[src/rtl/playlist_sequencer.sv]
// Playlist sequencer: selects the song, drives reader play and restart, handles UI, emotion
// requests and beat-timed auto-advance. Optional SHUFFLE_EN macro enables LFSR song picks.
module playlist_sequencer #(
  parameter int NUM_SONGS = 4,
  parameter int GAP_BEATS = 8
) (
  input  logic       clk,
  input  logic       reset,
  input  logic       beat,
  input  logic       play_pause,
  input  logic       next_btn,
  input  logic       prev_btn,
  input  logic       emo_valid,
  input  logic [1:0] emo_song,
  input  logic       loop_all,
  input  logic       loop_one,
  input  logic       song_done,
  output logic       play,
  output logic [1:0] song,
  output logic       reader_rst,
  output logic       gap_active,
  output logic [2:0] state_o
);

  localparam int CW = (GAP_BEATS < 2) ? 1 : $clog2(GAP_BEATS + 1);

  typedef enum logic [2:0] {
    IDLE    = 3'd0,
    LOAD    = 3'd1,
    PLAYING = 3'd2,
    PAUSED  = 3'd3,
    GAP     = 3'd4
  } state_t;

  state_t        state_q, state_d;
  logic [1:0]    song_q, song_d;
  logic [CW-1:0] cnt_q, cnt_d;
  logic          first_q, first_d;
  logic          play_q, reader_rst_q, gap_active_q;

  logic [1:0]    next_idx_s;
  logic          stop_at_end_s;
  logic          req_s;
  logic [1:0]    req_song_s;
  state_t        exp_state_s;
  logic [1:0]    exp_song_s;

  function automatic logic [1:0] wrap_idx(input logic [1:0] v);
    wrap_idx = 2'(int'(v) % NUM_SONGS);
  endfunction

  function automatic logic [1:0] inc_idx(input logic [1:0] v);
    if (int'(v) >= NUM_SONGS - 1) begin
      inc_idx = 2'd0;
    end else begin
      inc_idx = v + 2'd1;
    end
  endfunction

  function automatic logic [1:0] dec_idx(input logic [1:0] v);
    if (v == 2'd0) begin
      dec_idx = 2'(NUM_SONGS - 1);
    end else begin
      dec_idx = v - 2'd1;
    end
  endfunction

`ifdef SHUFFLE_EN
  logic [7:0] lfsr_q;
  logic [1:0] shuf_pick_s;

  // Free-running Fibonacci LFSR, taps 8,6,5,4
  always_ff @(posedge clk or posedge reset) begin
    if (reset) begin
      lfsr_q <= 8'hA5;
    end else begin
      lfsr_q <= {lfsr_q[6:0], lfsr_q[7] ^ lfsr_q[5] ^ lfsr_q[4] ^ lfsr_q[3]};
    end
  end

  // Random pick that never repeats the current song
  always_comb begin
    shuf_pick_s = wrap_idx(lfsr_q[1:0]);
    if (shuf_pick_s == song_q) begin
      shuf_pick_s = inc_idx(song_q);
    end else begin
      shuf_pick_s = shuf_pick_s;
    end
  end

  assign next_idx_s    = shuf_pick_s;
  assign stop_at_end_s = 1'b0;
`else
  assign next_idx_s    = inc_idx(song_q);
  assign stop_at_end_s = (int'(song_q) == NUM_SONGS - 1) && !loop_all;
`endif

  // Song-change requests: emotion beats next beats prev
  always_comb begin
    req_s = emo_valid | next_btn | prev_btn;
    if (emo_valid) begin
      req_song_s = wrap_idx(emo_song);
    end else if (next_btn) begin
      req_song_s = next_idx_s;
    end else begin
      req_song_s = dec_idx(song_q);
    end
  end

  // Outcome of an expired inter-song gap
  always_comb begin
    if (loop_one) begin
      exp_state_s = LOAD;
      exp_song_s  = song_q;
    end else if (stop_at_end_s) begin
      exp_state_s = IDLE;
      exp_song_s  = 2'd0;
    end else begin
      exp_state_s = LOAD;
      exp_song_s  = next_idx_s;
    end
  end

  // Next-state decision
  always_comb begin
    state_d = state_q;
    song_d  = song_q;
    cnt_d   = cnt_q;
    case (state_q)
      IDLE: begin
        if (emo_valid) begin
          state_d = LOAD;
          song_d  = wrap_idx(emo_song);
        end else if (play_pause) begin
          state_d = LOAD;
        end else begin
          state_d = IDLE;
        end
      end
      LOAD: begin
        state_d = PLAYING;
      end
      PLAYING: begin
        if (req_s) begin
          state_d = LOAD;
          song_d  = req_song_s;
        end else if (play_pause) begin
          state_d = PAUSED;
        end else if (song_done && !first_q) begin
          if (GAP_BEATS == 0) begin
            state_d = exp_state_s;
            song_d  = exp_song_s;
          end else begin
            state_d = GAP;
            cnt_d   = CW'(GAP_BEATS);
          end
        end else begin
          state_d = PLAYING;
        end
      end
      PAUSED: begin
        if (req_s) begin
          state_d = LOAD;
          song_d  = req_song_s;
        end else if (play_pause) begin
          state_d = PLAYING;
        end else begin
          state_d = PAUSED;
        end
      end
      GAP: begin
        if (req_s) begin
          state_d = LOAD;
          song_d  = req_song_s;
        end else if (play_pause) begin
          state_d = IDLE;
        end else if (beat) begin
          if (cnt_q <= CW'(1)) begin
            state_d = exp_state_s;
            song_d  = exp_song_s;
          end else begin
            cnt_d = cnt_q - CW'(1);
          end
        end else begin
          state_d = GAP;
        end
      end
      default: begin
        state_d = IDLE;
      end
    endcase
    if (state_d != GAP) begin
      cnt_d = '0;
    end else begin
      cnt_d = cnt_d;
    end
    // Reader's sticky done flag is still set on the first PLAYING cycle
    first_d = (state_d == PLAYING) && (state_q != PLAYING);
  end

  // State and registered outputs
  always_ff @(posedge clk or posedge reset) begin
    if (reset) begin
      state_q      <= IDLE;
      song_q       <= 2'd0;
      cnt_q        <= '0;
      first_q      <= 1'b0;
      play_q       <= 1'b0;
      reader_rst_q <= 1'b0;
      gap_active_q <= 1'b0;
    end else begin
      state_q      <= state_d;
      song_q       <= song_d;
      cnt_q        <= cnt_d;
      first_q      <= first_d;
      play_q       <= (state_d == PLAYING);
      reader_rst_q <= (state_d == LOAD);
      gap_active_q <= (state_d == GAP);
    end
  end

  assign play       = play_q;
  assign song       = song_q;
  assign reader_rst = reader_rst_q;
  assign gap_active = gap_active_q;
  assign state_o    = state_q;

endmodule

[config.mk]
export PLATFORM = sky130hd
export DESIGN_NAME = playlist_sequencer
export DESIGN_NICKNAME = d
export VERILOG_FILES = /design/src/rtl/playlist_sequencer.sv
export SDC_FILE = /design/constraint.sdc
export NUM_CORES = 1
export LEC_CHECK = 0
export CORE_AREA = 2 2 47 49
export CTS_BUF_LIST = sky130_fd_sc_hd__clkbuf_4 sky130_fd_sc_hd__clkbuf_8 sky130_fd_sc_hd__clkbuf_16
export DETAILED_ROUTE_END_ITERATION = 7
export DIE_AREA = 0 0 49 51
export GPL_TIMING_DRIVEN = 0
export PLACE_DENSITY = 0.72
export SKIP_LAST_GASP = 1
export SYNTH_ARGS = -nofsm -noshare
export SYNTH_HDL_FRONTEND = slang
export SYNTH_SLANG_ARGS = --single-unit
export TNS_END_PERCENT = 5
[constraint.sdc]
create_clock -name clk -period 2.2 [get_ports clk]
set_input_delay 0.44 -clock clk [delete_from_list [all_inputs] [get_ports clk]]
set_output_delay 0.44 -clock clk [all_outputs]
set_load 0.02 [all_outputs]
==> summary.md, run 1 <==
| Metric | Value |
|---|---|
| Sequential fraction of the synthesis area | between 30% and 40% |
| Main flop type after synthesis | sky130_fd_sc_hd__dfrtp_1 |
| Hold Vio Cnt, Final | 0 |
| Type of element launching the critical path | input pin |
| Worst slew margin relative to its limit | between 60% and 70% |
| Wire per inst | ~14 um |
| Synth Net Count | ~120 |
| Vias | 872 |
| Area used by sequential logic in the layout | 325 um2 |
| Detailed-route vias per instance | roughly 5.6 |
| Capture point of the worst reg-to-reg path | cnt_q[3]$_DFFE_PP0P_ |
| Setup TNS | 0 ns |
| TritonCTS clock tree | built |
| Yosys cell types | roughly 40 |
| Count of filler cells inserted in the layout | a little under 200 |
| Maximum cell stage delay along the critical path | around 0.47 ns |
| Critical path data arrival time | roughly 2.3 ns |
| Number of antenna violations at the first check in global routing | 0 |
| Non-filler instance count after layout | 155 |
| Slew @ Worst Pin | 0.477 ns |
| Std cell rows | 17 |
| First-iteration detailed-routing DRC count | 11 |
| Top Family by Delay on Critical Path | simple AND/OR/NAND/NOR gates |
| Register-to-Register Setup Slack | approximately 0.16 ns |
| Layout cell share with drive strength beyond 1 | a little under an eighth |
| Cells along the critical path | clkdlybuf4s50_1 -> or3b_2 -> or4_4 -> a221o_1 -> a21oi_1 |
| Post-placement cell count | 150 |
| Cells after synthesis | ~110 |
| Highest ir drop seen on vdd | between 700 and 800 uV |
| Number of endpoints failing setup at the final stage | 0 |
| Residual overflow from global routing | 0 |
| Total core area | just over 0.002 mm2 |
| Port Buffer Count | 17 |
| Number of violations of the max-capacitance limit | 0 |
| Leakage | 0.480 nW |
| Average cell area after synthesis | between 8 and 9 um2 |
| Final Critical Period | ~2.1 ns |
| Cell area after synthesis | 941 um2 |
| EDFF count, synth | 0 |
| Synth async-reset ratio | between 90% and 100% |
| Critical path data required time | 2.40 ns |
| Crit share post-route | 97.2% |
| Remaining number of nets flagged by the antenna check after routing | 0 |
| CTS Root Cell | sky130_fd_sc_hd__clkbuf_4 |
| Effective utilization at floorplan | 45.6% |
| Slowest library cell on the worst path | sky130_fd_sc_hd__or4_4 |
| Critical path fanouts, max | 5 |
| Power density of the placed cells | around 930 mW/mm2 |
| # DRC | 0 |
| Area taken by multi-input logic gates | between 500 and 600 um2 |
| Largest clock skew in the final design | between 0.006 and 0.007 ns |
| Worst-path clk slew | about 0.080 ns |
| Number of pins exceeding their max-slew limit in the final report | 0 |
| F_max | ~470 MHz |
| Height of the die | 51 um |
| Overall global routing resource usage | 18.4% |
| CTS Hold Buffers Added | 0 |
| TritonCTS buffer count | 3 |
| Flop and latch count out of synthesis | 13 |
| Insertion delay of the later-clocked pin in the worst-skew pair | around 0.27 ns |
| Worst path bufs/invs | 1 |
| Count of cells along the worst register-to-register path | 6 |
| Unrepaired setup endpoints after global routing | false |
| Class of the tightest hold or removal check | in -> async |
| Number of global-route vias before repair | around 830 |
| Global-route wire length before repair | between 3000 and 4000 um |
| Number of placed I/O pins | 20 |
| Capturing element type of the critical path | flip-flop |
| Iteration count of the initial detailed-routing pass | 4 |
| Number of antenna diodes | 0 |
| Final wirelength | 2100 um |
| Beginning of the worst register-to-register path | cnt_q[0]$_DFFE_PP0P_ |
| Post-layout net count | approximately 140 |
| Area grow syn2layout | 25.4% |
| Fin util | a little under three fifths |
| Crit path kind | in -> reg |
| Pin count of the biggest net entering global routing | 14 |
| Outcome | finished clean |
| Post-route total power | about 0.0011 W |
| Maximum number of buffers from clock root to sink | 2 |
| Final weighted congestion in routability-driven placement | approximately 0.85 |
| Post-detail-place hpwl | about 1600 um |
| Die area | between 0.002 and 0.0025 mm2 |
| # H-tree levels | 1 |
| YS warnings | 0 |
| Chip width | a little under 50 um |
| Sink Count | 13 |
metrics by stage:
step	cell area, um2	worst slack [ns]	hold WS (ns)
final	1180	0.0625	0.470
after global routing	1180	0.00396	0.522
after CTS	1170	0.0550	0.485
after detailed placement	1150	-0.379	0.543
after global placement	1150	-0.354	0.538
after floorplan	941	0.0528	0.317
sequential cells by signal, summed over array words and instances, names as in the netlist:
signal      count
song            2
cnt_q           4
gap_active      1
first_q         1
reader_rst      1
state_o         3
play            1
worst max path at each step:
stage,start,to,slack [ns],cells past startpoint
floorplan,emo_valid,cnt_q[3]$_DFFE_PP0P_,0.05,6
global placement,prev_btn,cnt_q[3]$_DFFE_PP0P_,-0.35,6
detailed placement,prev_btn,cnt_q[3]$_DFFE_PP0P_,-0.38,6
CTS,song_done,cnt_q[3]$_DFFE_PP0P_,0.05,5
global route,cnt_q[0]$_DFFE_PP0P_,cnt_q[2]$_DFFE_PP0P_,0.004,6
finish,song_done,cnt_q[3]$_DFFE_PP0P_,0.06,5
kinds of logic after synthesis:
logic type	share of synthesized area, %
AND/OR/NAND/NOR	23.1
AO/OA/AOI/OAI	25.0
buffers and inverters	8.78
flip-flops	34.6
adder cells (fa/ha/maj)	5.32
multiplexers	2.26
XOR/XNOR	0.931
worst reg2reg max path, stage by stage, from the launching register on:
cell,delay [ns]
sky130_fd_sc_hd__dfrtp_1,0.39
sky130_fd_sc_hd__inv_1,0.07
sky130_fd_sc_hd__ha_1,0.23
sky130_fd_sc_hd__or2_2,0.30
sky130_fd_sc_hd__a2111o_1,0.50
sky130_fd_sc_hd__a221o_1,0.34
sky130_fd_sc_hd__a21oi_1,0.14
cell type report:
type                            instances  area share (%)
Clock inverter                          1           0.424
Buffer                                  7            3.82
Timing Repair Buffer                   18            14.8
Sequential cell                        13            27.6
Inverter                               10            3.18
Multi-Input combinational cell         75            45.3
Clock buffer                            3            1.91
Tap cell                               28            2.97
layer usage:
metal  global-route usage [%]  routed length (um)  vias to the layer above
met5                        0                   0                        -
met4                     8.57                  11                        0
met3                     4.39                 122                        2
met2                     30.4                 986                       20
met1                     22.8                 975                      415
li1                         -                   -                      435
placed cells by master (no fill, tap or decap), types with 2 or more instances in the layout:
cell	n
sky130_fd_sc_hd__a21oi_1	9
sky130_fd_sc_hd__buf_4	2
sky130_fd_sc_hd__buf_6	2
sky130_fd_sc_hd__clkbuf_1	4
sky130_fd_sc_hd__clkbuf_4	3
sky130_fd_sc_hd__clkdlybuf4s50_1	15
sky130_fd_sc_hd__dfrtp_1	13
sky130_fd_sc_hd__dlygate4sd2_1	2
sky130_fd_sc_hd__ha_1	4
sky130_fd_sc_hd__inv_1	10
sky130_fd_sc_hd__nand2b_1	4
sky130_fd_sc_hd__nand3_1	3
sky130_fd_sc_hd__nor2_1	6
sky130_fd_sc_hd__nor2b_1	3
sky130_fd_sc_hd__nor3_1	4
sky130_fd_sc_hd__nor3b_1	3
sky130_fd_sc_hd__o21ai_0	5
sky130_fd_sc_hd__o31ai_1	4
sky130_fd_sc_hd__o32ai_1	2
sky130_fd_sc_hd__or2_2	2
sky130_fd_sc_hd__or3b_2	2
where the power goes:
| group | switching (W) | internal, W | total [W] | leakage, nW |
|---|---|---|---|---|
| Clock | 0.0000738 | 0.0000672 | 0.000141 | 0.0177 |
| Combinational | 0.000327 | 0.000285 | 0.000612 | 0.293 |
| Sequential | 0.0000438 | 0.000302 | 0.000346 | 0.170 |
cell usage after synthesis (all sizes together), types with 2 or more instances:
cell      n  area, um2
dfrtp    13        325
inv      10       37.5
a21oi     9       45.0
nor2      6       22.5
o21ai     5       25.0
clkbuf    4       15.0
ha        4       50.1
nand2b    4       25.0
nor3      4       20.0
o31ai     4       30.0
buf       3       30.0
nand3     3       15.0
nor2b     3       18.8
nor3b     3       22.5
or3b      3       26.3
a2111oi   2       17.5
o32ai     2       17.5
or2       2       12.5
or3       2       17.5
timing repair:
action,in CTS,in global routing
endpoints found under the setup margin,2,1
buffers inserted,0,1
hold endpoints to repair,0,0
pin swaps,0,1
resized for setup,2,1
gates cloned,0,0
(Power assumes the default switching activity.)
==> run 2: changes to the inputs <==
--- a/config.mk
+++ b/config.mk
@@ -5,6 +5,7 @@
 export SDC_FILE = /design/constraint.sdc
 export NUM_CORES = 1
 export LEC_CHECK = 0
+export ABC_CLOCK_PERIOD_IN_PS = 2200
 export CORE_AREA = 2 2 47 49
 export CTS_BUF_LIST = sky130_fd_sc_hd__clkbuf_4 sky130_fd_sc_hd__clkbuf_8 sky130_fd_sc_hd__clkbuf_16
 export DETAILED_ROUTE_END_ITERATION = 7
==> results of run 2 <==
Final layout, timing and power as in run 1 (identical DEF).
==> run 3: changes to the inputs <==
--- a/config.mk
+++ b/config.mk
@@ -12,6 +12,7 @@
 export DIE_AREA = 0 0 49 51
 export GPL_TIMING_DRIVEN = 0
 export PLACE_DENSITY = 0.72
+export SKIP_CTS_REPAIR_TIMING = 1
 export SKIP_LAST_GASP = 1
 export SYNTH_ARGS = -nofsm -noshare
 export SYNTH_HDL_FRONTEND = slang
==> run 3 against run 2 <==
Combinational power about the same. Clock power about the same. Worst setup slack worse by 0.0011 ns. Utilization unchanged. Critical path depth unchanged. Sequential cell count unchanged. Via count up 0.11%. Total power about the same. Sequential share of layout area unchanged. Register-to-register slack about the same. Cell count down 0.65%. First-iteration DRC count up 27%.
==> summary.md, run 3 (synthesis gave the netlist of run 1 again) <==
| Metric | Value |
|---|---|
| Critical path data arrival time | 2.33 ns |
| Layout cell share with drive strength beyond 1 | between 10% and 20% |
| Class of the tightest hold or removal check | in -> async |
| Number of pins exceeding their max-slew limit in the final report | 0 |
| Power density of the placed cells | just over 900 mW/mm2 |
| Setup ws final | between 0.06 and 0.07 ns |
| Remaining number of nets flagged by the antenna check after routing | 0 |
| Die area | approximately 0.0025 mm2 |
| Setup Slack @ Placement | -0.379 ns |
| Number of antenna diodes | 0 |
| Crit share post-route | around 97% |
| Capturing element type of the critical path | flip-flop |
| Sink Count | 13 |
| Iteration count of the initial detailed-routing pass | 4 |
| TritonCTS clock tree | built |
| Port Buffer Count | 17 |
| Height of the die | roughly 51 um |
| Unrepaired setup endpoints after global routing | true |
| Setup TNS | 0 ns |
| Total core area | roughly 0.0021 mm2 |
| Final Critical Period | 2.14 ns |
| F_max | around 470 MHz |
| Std cell rows | 17 |
| Highest ir drop seen on vdd | between 700 and 800 uV |
| Final weighted congestion in routability-driven placement | ~0.85 |
| Post-detail-place hpwl | ~1600 um |
| Slew @ Worst Pin | around 0.5 ns |
| Pin count of the biggest net entering global routing | 14 |
| Effective utilization at floorplan | between 40% and 50% |
| TritonCTS buffer count | 3 |
| Residual overflow from global routing | 0 |
| Worst slew margin relative to its limit | ~66% |
| Most flops, register | cnt_q |
| Hold Vio Cnt, Final | 0 |
| Post-layout net count | approximately 140 |
| # DRC | 0 |
| Critical path fanouts, max | 5 |
| Count of filler cells inserted in the layout | roughly 200 |
| CTS Root Cell | sky130_fd_sc_hd__clkbuf_4 |
| Global-route wire length before repair | between 3000 and 4000 um |
| Flip-flop count of the largest register, all copies and words added | 4 |
| Wire per inst | 13.6 um |
| Critical path data required time | about 2.4 ns |
| # H-tree levels | 1 |
| Final-layout worst hold slack | 0.470 ns |
| Worst-path clk slew | ~0.08 ns |
| Vias | roughly 870 |
| Number of endpoints failing setup at the final stage | 0 |
| Number of placed I/O pins | 20 |
| Most frequent cells in the layout | sky130_fd_sc_hd__clkdlybuf4s50_1, sky130_fd_sc_hd__dfrtp_1, sky130_fd_sc_hd__inv_1 |
| Outcome | finished clean |
| Overall global routing resource usage | between 10% and 20% |
| Area grow syn2layout | 25.4% |
| Type of element launching the critical path | input pin |
| Chip width | just under 50 um |
| Number of violations of the max-capacitance limit | 0 |
| Largest clock skew in the final design | 0.00677 ns |
| Insertion delay of the later-clocked pin in the worst-skew pair | around 0.27 ns |
| Crit path kind | in -> reg |
| Final wirelength | between 2000 and 2500 um |
| Detailed-route vias per instance | 5.67 |
| First-iteration detailed-routing DRC count | 14 |
| Most common cell after layout, fill and taps aside | sky130_fd_sc_hd__clkdlybuf4s50_1 |
| Number of global-route vias before repair | approximately 830 |
| Number of antenna violations at the first check in global routing | 0 |
| Maximum number of buffers from clock root to sink | 2 |
| Leakage | between 0.4 and 0.5 nW |
run 3: changes by cell type in the layout (fill, tap and decap cells not counted), sizes merged:
cell,before,now
buf,4,3
dlygate4sd2,2,0
dlymetal6s2s,0,2
run 3: area by class of cell:
| class | count | area, um2 | share of cell area (%) |
|---|---|---|---|
| plain buffers | 7 | 45.0 | 3.82 |
| clock inverters | 1 | 5.00 | 0.424 |
| clock buffers | 3 | 22.5 | 1.91 |
| well taps | 28 | 35.0 | 2.97 |
| inverters | 10 | 37.5 | 3.18 |
| repair buffers | 17 | 175 | 14.8 |
| flip-flops and latches | 13 | 325 | 27.6 |
| multi-input cells | 75 | 534 | 45.3 |
run 3: layer usage:
layer	up-vias	global-route usage (%)	part of all wire, %
li1	433	-	-
met5	-	0	0
met4	0	8.57	0.52
met3	2	4.39	5.3
met1	422	22.8	47
met2	16	30.4	47
run 3: path summary, 6_finish.rpt:
check | slack [ns] | end | cells past startpoint | start
max | 0.06 | cnt_q[3]$_DFFE_PP0P_ | 5 | song_done
min reg2reg | 0.55 | cnt_q[1]$_DFFE_PP0P_ | 2 | cnt_q[1]$_DFFE_PP0P_
max reg2reg | 0.16 | cnt_q[3]$_DFFE_PP0P_ | 6 | cnt_q[0]$_DFFE_PP0P_
max in group asynchronous | 1.41 | reader_rst$_DFF_PP0_ | 2 | reset
min | 0.47 | gap_active$_DFF_PP0_ | 2 | reset
min in group clk | 0.55 | cnt_q[1]$_DFFE_PP0P_ | 2 | cnt_q[1]$_DFFE_PP0P_
run 3: report_power, final:
group,internal (W),switching [W],total (W)
combinational,0.000286,0.000327,0.000613
sequential,0.000302,0.0000439,0.000346
clock,0.0000672,0.0000739,0.000141
total,0.000655,0.000445,0.00110
run 3: metrics by stage:
| step | util [%] | instances | area [um2] | total power, W |
|---|---|---|---|---|
| after floorplan | - | 105 | 941 | 0.000752 |
| after global placement | 55.5 | 150 | 1150 | 0.000947 |
| after detailed placement | 55.5 | 150 | 1150 | 0.000959 |
| after CTS | 56.9 | 154 | 1170 | 0.00111 |
| after global routing | 57.2 | 154 | 1180 | 0.00118 |
| final | 57.2 | 154 | 1180 | 0.00110 |
run 3: worst max-delay path: stages:
cell and delay [ns]:
sky130_fd_sc_hd__clkdlybuf4s50_1 0.45, sky130_fd_sc_hd__or3b_2 0.46, sky130_fd_sc_hd__or4_4 0.47, sky130_fd_sc_hd__a221o_1 0.36
sky130_fd_sc_hd__a21oi_1 0.14
